`src/rtl/sprite_pkg.sv`:
```
// Shared types, constants and the sprite-index helper for the sprite blitter.
package sprite_pkg;

    typedef logic [15:0] rgb565_t;

    typedef enum logic [1:0] {
        IDLE,
        FETCH,
        WRITE,
        DONE
    } blit_state_t;

    localparam rgb565_t TRANSPARENT_KEY = 16'hFFFF;
    localparam int      DEF_SCREEN_W    = 320;
    localparam int      DEF_SCREEN_H    = 240;
    localparam int      PIX_W           = 17;

    // Row-major sprite index; a mirrored column is used when flip is set.
    function automatic logic [PIX_W-1:0] pixel_index(
        input logic [5:0] row,
        input logic [5:0] col,
        input logic [5:0] width,
        input logic       flip
    );
        logic [5:0] c;
        c = flip ? (width - 6'd1 - col) : col;
        return PIX_W'(row) * PIX_W'(width) + PIX_W'(c);
    endfunction

endpackage

```
`src/rtl/blit_addr_gen.sv`:
```
// Column/row walker, sprite ROM index register and screen address/clip
// calculation for the sprite blitter.
module blit_addr_gen
    import sprite_pkg::*;
#(
    parameter int      SCREEN_W    = DEF_SCREEN_W,
    parameter int      SCREEN_H    = DEF_SCREEN_H,
    parameter rgb565_t TRANSPARENT = TRANSPARENT_KEY,
    parameter int      FB_AW       = 17
) (
    input  logic             clk,
    input  logic             rst_n,
    input  logic             load,
    input  logic             capture,
    input  logic             advance,
    input  logic [9:0]       pos_x,
    input  logic [9:0]       pos_y,
    input  logic [5:0]       spr_width,
    input  logic [5:0]       spr_height,
    input  logic             flip_h,
    input  rgb565_t          spr_color,
    output logic [PIX_W-1:0] spr_pixel,
    output logic [FB_AW-1:0] fb_addr,
    output rgb565_t          fb_data,
    output logic             skip,
    output logic             empty,
    output logic             last
);

    logic [9:0]  px_q, py_q;
    logic [5:0]  w_q, h_q, col_q, row_q;
    logic [5:0]  w_d, col_d, row_d;
    logic        flip_q, flip_d;
    logic        col_wrap, row_wrap;
    logic [10:0] sx, sy;

    assign col_wrap = ({1'b0, col_q} + 7'd1) >= {1'b0, w_q};
    assign row_wrap = ({1'b0, row_q} + 7'd1) >= {1'b0, h_q};
    assign last     = col_wrap && row_wrap;
    assign empty    = (w_q == 6'd0) || (h_q == 6'd0);

    // 11-bit sums so an off-screen position can never wrap back on-screen.
    assign sx = {1'b0, px_q} + {5'd0, col_q};
    assign sy = {1'b0, py_q} + {5'd0, row_q};

    // NOTE: every always_comb output gets a default first so no path infers a latch.
    always_comb begin
        col_d  = col_q;
        row_d  = row_q;
        w_d    = w_q;
        flip_d = flip_q;
        if (load) begin
            col_d  = 6'd0;
            row_d  = 6'd0;
            w_d    = spr_width;
            flip_d = flip_h;
        end else if (advance) begin
            if (!col_wrap) begin
                col_d = col_q + 6'd1;
            end else begin
                col_d = 6'd0;
                if (!row_wrap) row_d = row_q + 6'd1;
            end
        end
    end

    // NOTE: sequential state uses non-blocking assignments so every register samples pre-edge values.
    always_ff @(posedge clk or negedge rst_n) begin
        if (!rst_n) begin
            px_q      <= '0;
            py_q      <= '0;
            w_q       <= '0;
            h_q       <= '0;
            col_q     <= '0;
            row_q     <= '0;
            flip_q    <= 1'b0;
            spr_pixel <= '0;
            fb_addr   <= '0;
            fb_data   <= '0;
            skip      <= 1'b0;
        end else begin
            col_q     <= col_d;
            row_q     <= row_d;
            w_q       <= w_d;
            flip_q    <= flip_d;
            spr_pixel <= pixel_index(row_d, col_d, w_d, flip_d);
            if (load) begin
                px_q <= pos_x;
                py_q <= pos_y;
                h_q  <= spr_height;
            end
            if (capture) begin
                fb_data <= spr_color;
                fb_addr <= FB_AW'(sy) * FB_AW'(SCREEN_W) + FB_AW'(sx);
                skip    <= (spr_color == TRANSPARENT) ||
                           (sx >= 11'(SCREEN_W)) || (sy >= 11'(SCREEN_H));
            end
        end
    end

endmodule

```
`src/rtl/sprite_blitter.sv`:
```
// Sprite blitter top: IDLE/FETCH/WRITE/DONE control and frame-buffer handshake.
// Define SPRITE_BLIT_FLIP_EN to add the flip_h port for horizontal mirroring.
module sprite_blitter
    import sprite_pkg::*;
#(
    parameter int          SCREEN_W    = DEF_SCREEN_W,
    parameter int          SCREEN_H    = DEF_SCREEN_H,
    parameter logic [15:0] TRANSPARENT = TRANSPARENT_KEY,
    parameter int          FB_AW       = 17
) (
    input  logic             clk,
    input  logic             rst_n,
    input  logic             start,
    input  logic [9:0]       pos_x,
    input  logic [9:0]       pos_y,
`ifdef SPRITE_BLIT_FLIP_EN
    input  logic             flip_h,
`endif
    output logic [16:0]      spr_pixel,
    input  logic [15:0]      spr_color,
    input  logic [5:0]       spr_width,
    input  logic [5:0]       spr_height,
    output logic             fb_wr_valid,
    input  logic             fb_wr_ready,
    output logic [FB_AW-1:0] fb_wr_addr,
    output logic [15:0]      fb_wr_data,
    output logic             busy,
    output logic             done
);

    blit_state_t state_q, state_d;
    logic        load, capture, advance;
    logic        skip, empty, last;
    logic        flip_sel;

`ifdef SPRITE_BLIT_FLIP_EN
    assign flip_sel = flip_h;
`else
    assign flip_sel = 1'b0;
`endif

    blit_addr_gen #(
        .SCREEN_W    (SCREEN_W),
        .SCREEN_H    (SCREEN_H),
        .TRANSPARENT (TRANSPARENT),
        .FB_AW       (FB_AW)
    ) u_addr_gen (
        .clk        (clk),
        .rst_n      (rst_n),
        .load       (load),
        .capture    (capture),
        .advance    (advance),
        .pos_x      (pos_x),
        .pos_y      (pos_y),
        .spr_width  (spr_width),
        .spr_height (spr_height),
        .flip_h     (flip_sel),
        .spr_color  (spr_color),
        .spr_pixel  (spr_pixel),
        .fb_addr    (fb_wr_addr),
        .fb_data    (fb_wr_data),
        .skip       (skip),
        .empty      (empty),
        .last       (last)
    );

    always_ff @(posedge clk or negedge rst_n) begin
        if (!rst_n) state_q <= IDLE;
        else        state_q <= state_d;
    end

    // A zero-sized sprite is detected on the latched size in FETCH and exits straight to DONE.
    always_comb begin
        state_d = state_q;
        load    = 1'b0;
        capture = 1'b0;
        advance = 1'b0;
        case (state_q)
            IDLE: begin
                if (start) begin
                    load    = 1'b1;
                    state_d = FETCH;
                end
            end
            FETCH: begin
                if (empty) begin
                    state_d = DONE;
                end else begin
                    capture = 1'b1;
                    state_d = WRITE;
                end
            end
            WRITE: begin
                if (skip || fb_wr_ready) begin
                    advance = 1'b1;
                    state_d = last ? DONE : FETCH;
                end
            end
            DONE:    state_d = IDLE;
            default: state_d = IDLE;
        endcase
    end

    // Decoded from the state register so an asynchronous reset drops them at once.
    assign fb_wr_valid = (state_q == WRITE) && !skip;
    assign busy        = (state_q == FETCH) || (state_q == WRITE);
    assign done        = (state_q == DONE);

endmodule

```
`config.mk`:
```
export PLATFORM = sky130hd
export DESIGN_NAME = sprite_blitter
export DESIGN_NICKNAME = d
export VERILOG_FILES = /design/src/rtl/sprite_pkg.sv /design/src/rtl/blit_addr_gen.sv /design/src/rtl/sprite_blitter.sv
export SDC_FILE = /design/constraint.sdc
export NUM_CORES = 1
export LEC_CHECK = 0
export BUFFER_PORTS_ARGS = -buffer_cell sky130_fd_sc_hd__buf_2
export CORE_AREA = 10 10 136 138
export DETAILED_ROUTE_END_ITERATION = 8
export DIE_AREA = 0 0 146 148
export PLACE_DENSITY = 0.72
export SYNTH_ARGS = -nofsm -noshare
export SYNTH_HDL_FRONTEND = slang
export SYNTH_SLANG_ARGS = --single-unit
```
`constraint.sdc`:
```
create_clock -name clk -period 6.5 [get_ports clk]
set_input_delay 0.65 -clock clk [delete_from_list [all_inputs] [get_ports clk]]
set_output_delay 0.65 -clock clk [all_outputs]
set_load 0.01 [all_outputs]
```
==> flow_summary.toml <==
[floorplan]
die_height_um = 148
die_w_um = 146
initial_core_util = 0.489
io_pins = 105
fp.coreArea_um2 = 15700
row_count = 46
dieArea_um2 = 21600

[cts]
cts_root_buf = "clkbuf_16"
numCtsBuffers = 9
clk_latency_ps = 350
cts_sinks = 94
cts.path.max_buffers = 2
cts_hold_buf = 0
tritoncts = "yes"
ctsHtreeMaxLevel = 3
clkTransAtPathRegs_ps = 70

[timing]
fmax_mhz = 161
finClkSkew_ps = 5.22
setup_tns_ps = 0
finalCritPeriodShare = 0.955
hold_slack_ps = 240
rsz0062_at_grt = "no"
slew_violations = 0
setup_viol = 0
period_needed_ps = 6210
worst_pin_slew_ps = 821
hold_viol_final = 0
slew_headroom = 0.453

[critical_path]
required_ps = 6750
cp-start-kind = "flip-flop"
r2r_cells = 21
crit_path_end_kind = "flip-flop"
path_class = "flip-flop to flip-flop"
path_max_fanout = 5
r2r-start = "u_addr_gen.row_q[0]"
path_cells = "ha_1, ha_1, a21o_1, a21o_1, a211oi_2, o21ai_2, or4_4, a21o_1, fa_1, fa_1, inv_1, fa_1, inv_1, fa_1, inv_1, ha_1, o21a_1, a21oi_1, o21ai_0, and4_1, nor4_1"
r2r-end = "u_addr_gen.spr_pixel[12]"
cp_top_family = "adder cells"
cpMaxStageDelayCell = "fa_1"
slowest_delay_ps = 570
r2r_setup_slack_ps = 290
cp.buffers_inverters = 3
cpMostUsedCell = "fa_1"
worstPathArrival_ps = 6460
path_depth = 21

[synthesis]
yosysWarnings = 0
avgSynthCellArea_um2 = 8.48
synth_ff_type = "dfrtp_1"
ys_seq_area_frac = 0.306
syn_inst = 907
syn-cell-area_um2 = 7690
ys_ff_latch = 94
ys_types = 60
synthArstFlopShare = 1.00
synth-edff-count = 0

[routing]
wl_per_cell_um = 16.4
dr_wl_met2_um = 9270
routed_wl_um = 20300
num_vias = 6797
dr_wl_met3_um = 1360
drc = 0
first_pass_iters = 5
dr.max_layer_used = "met4"
detail_route.iter0.violations = 444
via_per_inst = 5.49
wl_met1_um = 9410
ant_nets = 0

[placement]
globalplace.congestion = 0.917
io_buffers = 100
dp.final_hpwl_um = 15700
place_inst = 1217

[pwr]
switching_power_mw = 2.26
p_seq_frac = 0.218
swShare = 0.478
peakVddDrop_mv = 0.313
powerDensity_nw_per_um2 = 530
pwr-share-clk = 0.115
internal_power_mw = 2.47
power_mw = 4.73
power_frac_comb = 0.667
p_leak_nw = 4.70

[cells_and_area]
diodes = 0
layout_commonest_cell = "nand2_1"
fillCellCount = 1433
drive_above_1_share = 0.166
final_cell_mix = "nand2_1, buf_2, dfrtp_1"
fin_cells = 1237
regArea_um2 = 2350
areaGrowthSynthToFinish_pct = 16.1
multi_input_area_um2 = 4980
final_nets = 1184

[grt]
antenna_found_initial = 0
grt_pass1_wl_um = 33300
grt-ovfl-total = 0
grt.total_usage = 0.185
grt_pass1_vias = 6709
grt_max_degree = 63

[outcome]
status = "complete, no violations"

[run]
cap_violations = 0

[min_path]
hp-class = "input pin to asynchronous set/reset pin"
==> power by group through the flow <==
stage,combinational [mW],clock [mW],sequential [mW]
floorplan,2.18,0,1.05
global placement,2.97,0,1.03
detailed placement,3.04,0,1.03
CTS,3.07,0.554,1.03
global route,3.57,0.575,1.07
finish,3.16,0.545,1.03
==> synth_stat cells (5+ instances only) <==
| master | n | share of area |
|---|---|---|
| a41oi_1 | 5 | 0.0057 |
| a21oi_1 | 42 | 0.027 |
| mux2i_1 | 8 | 0.010 |
| nand3_1 | 8 | 0.0052 |
| o21ai_0 | 49 | 0.032 |
| and3_1 | 8 | 0.0065 |
| nor2_1 | 55 | 0.027 |
| a31oi_1 | 10 | 0.0081 |
| buf_1 | 6 | 0.0029 |
| nor2b_1 | 5 | 0.0041 |
| dfrtp_1 | 94 | 0.31 |
| nor3_1 | 6 | 0.0039 |
| a21o_1 | 21 | 0.021 |
| nand2b_1 | 14 | 0.011 |
| ha_1 | 90 | 0.15 |
| or4_1 | 5 | 0.0049 |
| o21a_1 | 12 | 0.012 |
| nand2_1 | 197 | 0.096 |
| a211oi_1 | 7 | 0.0068 |
| nand4_1 | 25 | 0.020 |
| inv_1 | 61 | 0.030 |
| clkbuf_1 | 29 | 0.014 |
| fa_1 | 25 | 0.065 |
| and2_1 | 8 | 0.0065 |
| o21bai_1 | 6 | 0.0059 |
| xnor2_1 | 30 | 0.034 |
| o311ai_0 | 9 | 0.010 |
| xor2_1 | 16 | 0.018 |
==> stage by stage <==
stage,instance area [um2],util,setup slack (ps)
2_1_floorplan,7700,-,386
3_3_place_gp,8550,0.544,238
3_5_place_dp,8550,0.544,129
4_1_cts,8850,0.563,84.1
5_1_grt,8930,0.568,5.89
6_report,8930,0.568,290
==> logic make-up (layout without fill, tap and decap cells) <==
family	Yosys count	after routing	synth area share
AOI/OAI and AO/OA	188	188	0.158
xor gates and xnor gates	46	46	0.0524
adders and majority gates	115	115	0.212
buffers and inverters	104	215	0.0542
DFF	94	94	0.306
muxes	9	9	0.0119
other	1	4	0.000488
and+or+nand+nor	350	350	0.206
==> layer usage <==
metal	vias up	track usage
li1	3347	-
met1	3195	0.242
met2	231	0.304
met3	24	0.0360
met4	0	0.0546
met5	-	0
==> flip-flops by register name (all words and copies together) (netlist names) <==
signal / count
u_addr_gen.fb_addr: 17
u_addr_gen.fb_data: 16
u_addr_gen.spr_pixel: 13
u_addr_gen.px_q: 10
u_addr_gen.py_q: 10
u_addr_gen.col_q: 6
u_addr_gen.h_q: 6
u_addr_gen.row_q: 6
u_addr_gen.w_q: 6
state_q: 2
u_addr_gen.flip_q: 1
u_addr_gen.skip: 1
==> cell type report <==
class	instances	share of cell area
sequential	94	0.263
inverter	61	0.0256
tap	216	0.0303
timing repair buffer	139	0.0891
multi-input combinational	712	0.558
clock buffer	12	0.0287
clock inverter	3	0.00490
==> worst max path at each step <==
stage,startpoint,endpoint
final,u_addr_gen.row_q[0],u_addr_gen.spr_pixel[12]
after global routing,u_addr_gen.row_q[0],u_addr_gen.spr_pixel[12]
after CTS,u_addr_gen.col_q[0],u_addr_gen.spr_pixel[12]
after detailed placement,u_addr_gen.col_q[0],u_addr_gen.spr_pixel[11]
after global placement,u_addr_gen.col_q[0],u_addr_gen.spr_pixel[11]
after floorplan,u_addr_gen.row_q[0],u_addr_gen.spr_pixel[11]
==> what timing repair did <==
item,in CTS,in global routing
setup buffers,0,5
endpoints found under the setup margin,0,4
hold endpoints to repair,0,0
resized for setup,0,12
No activity file was read; power rests on OpenSTA's default activity.
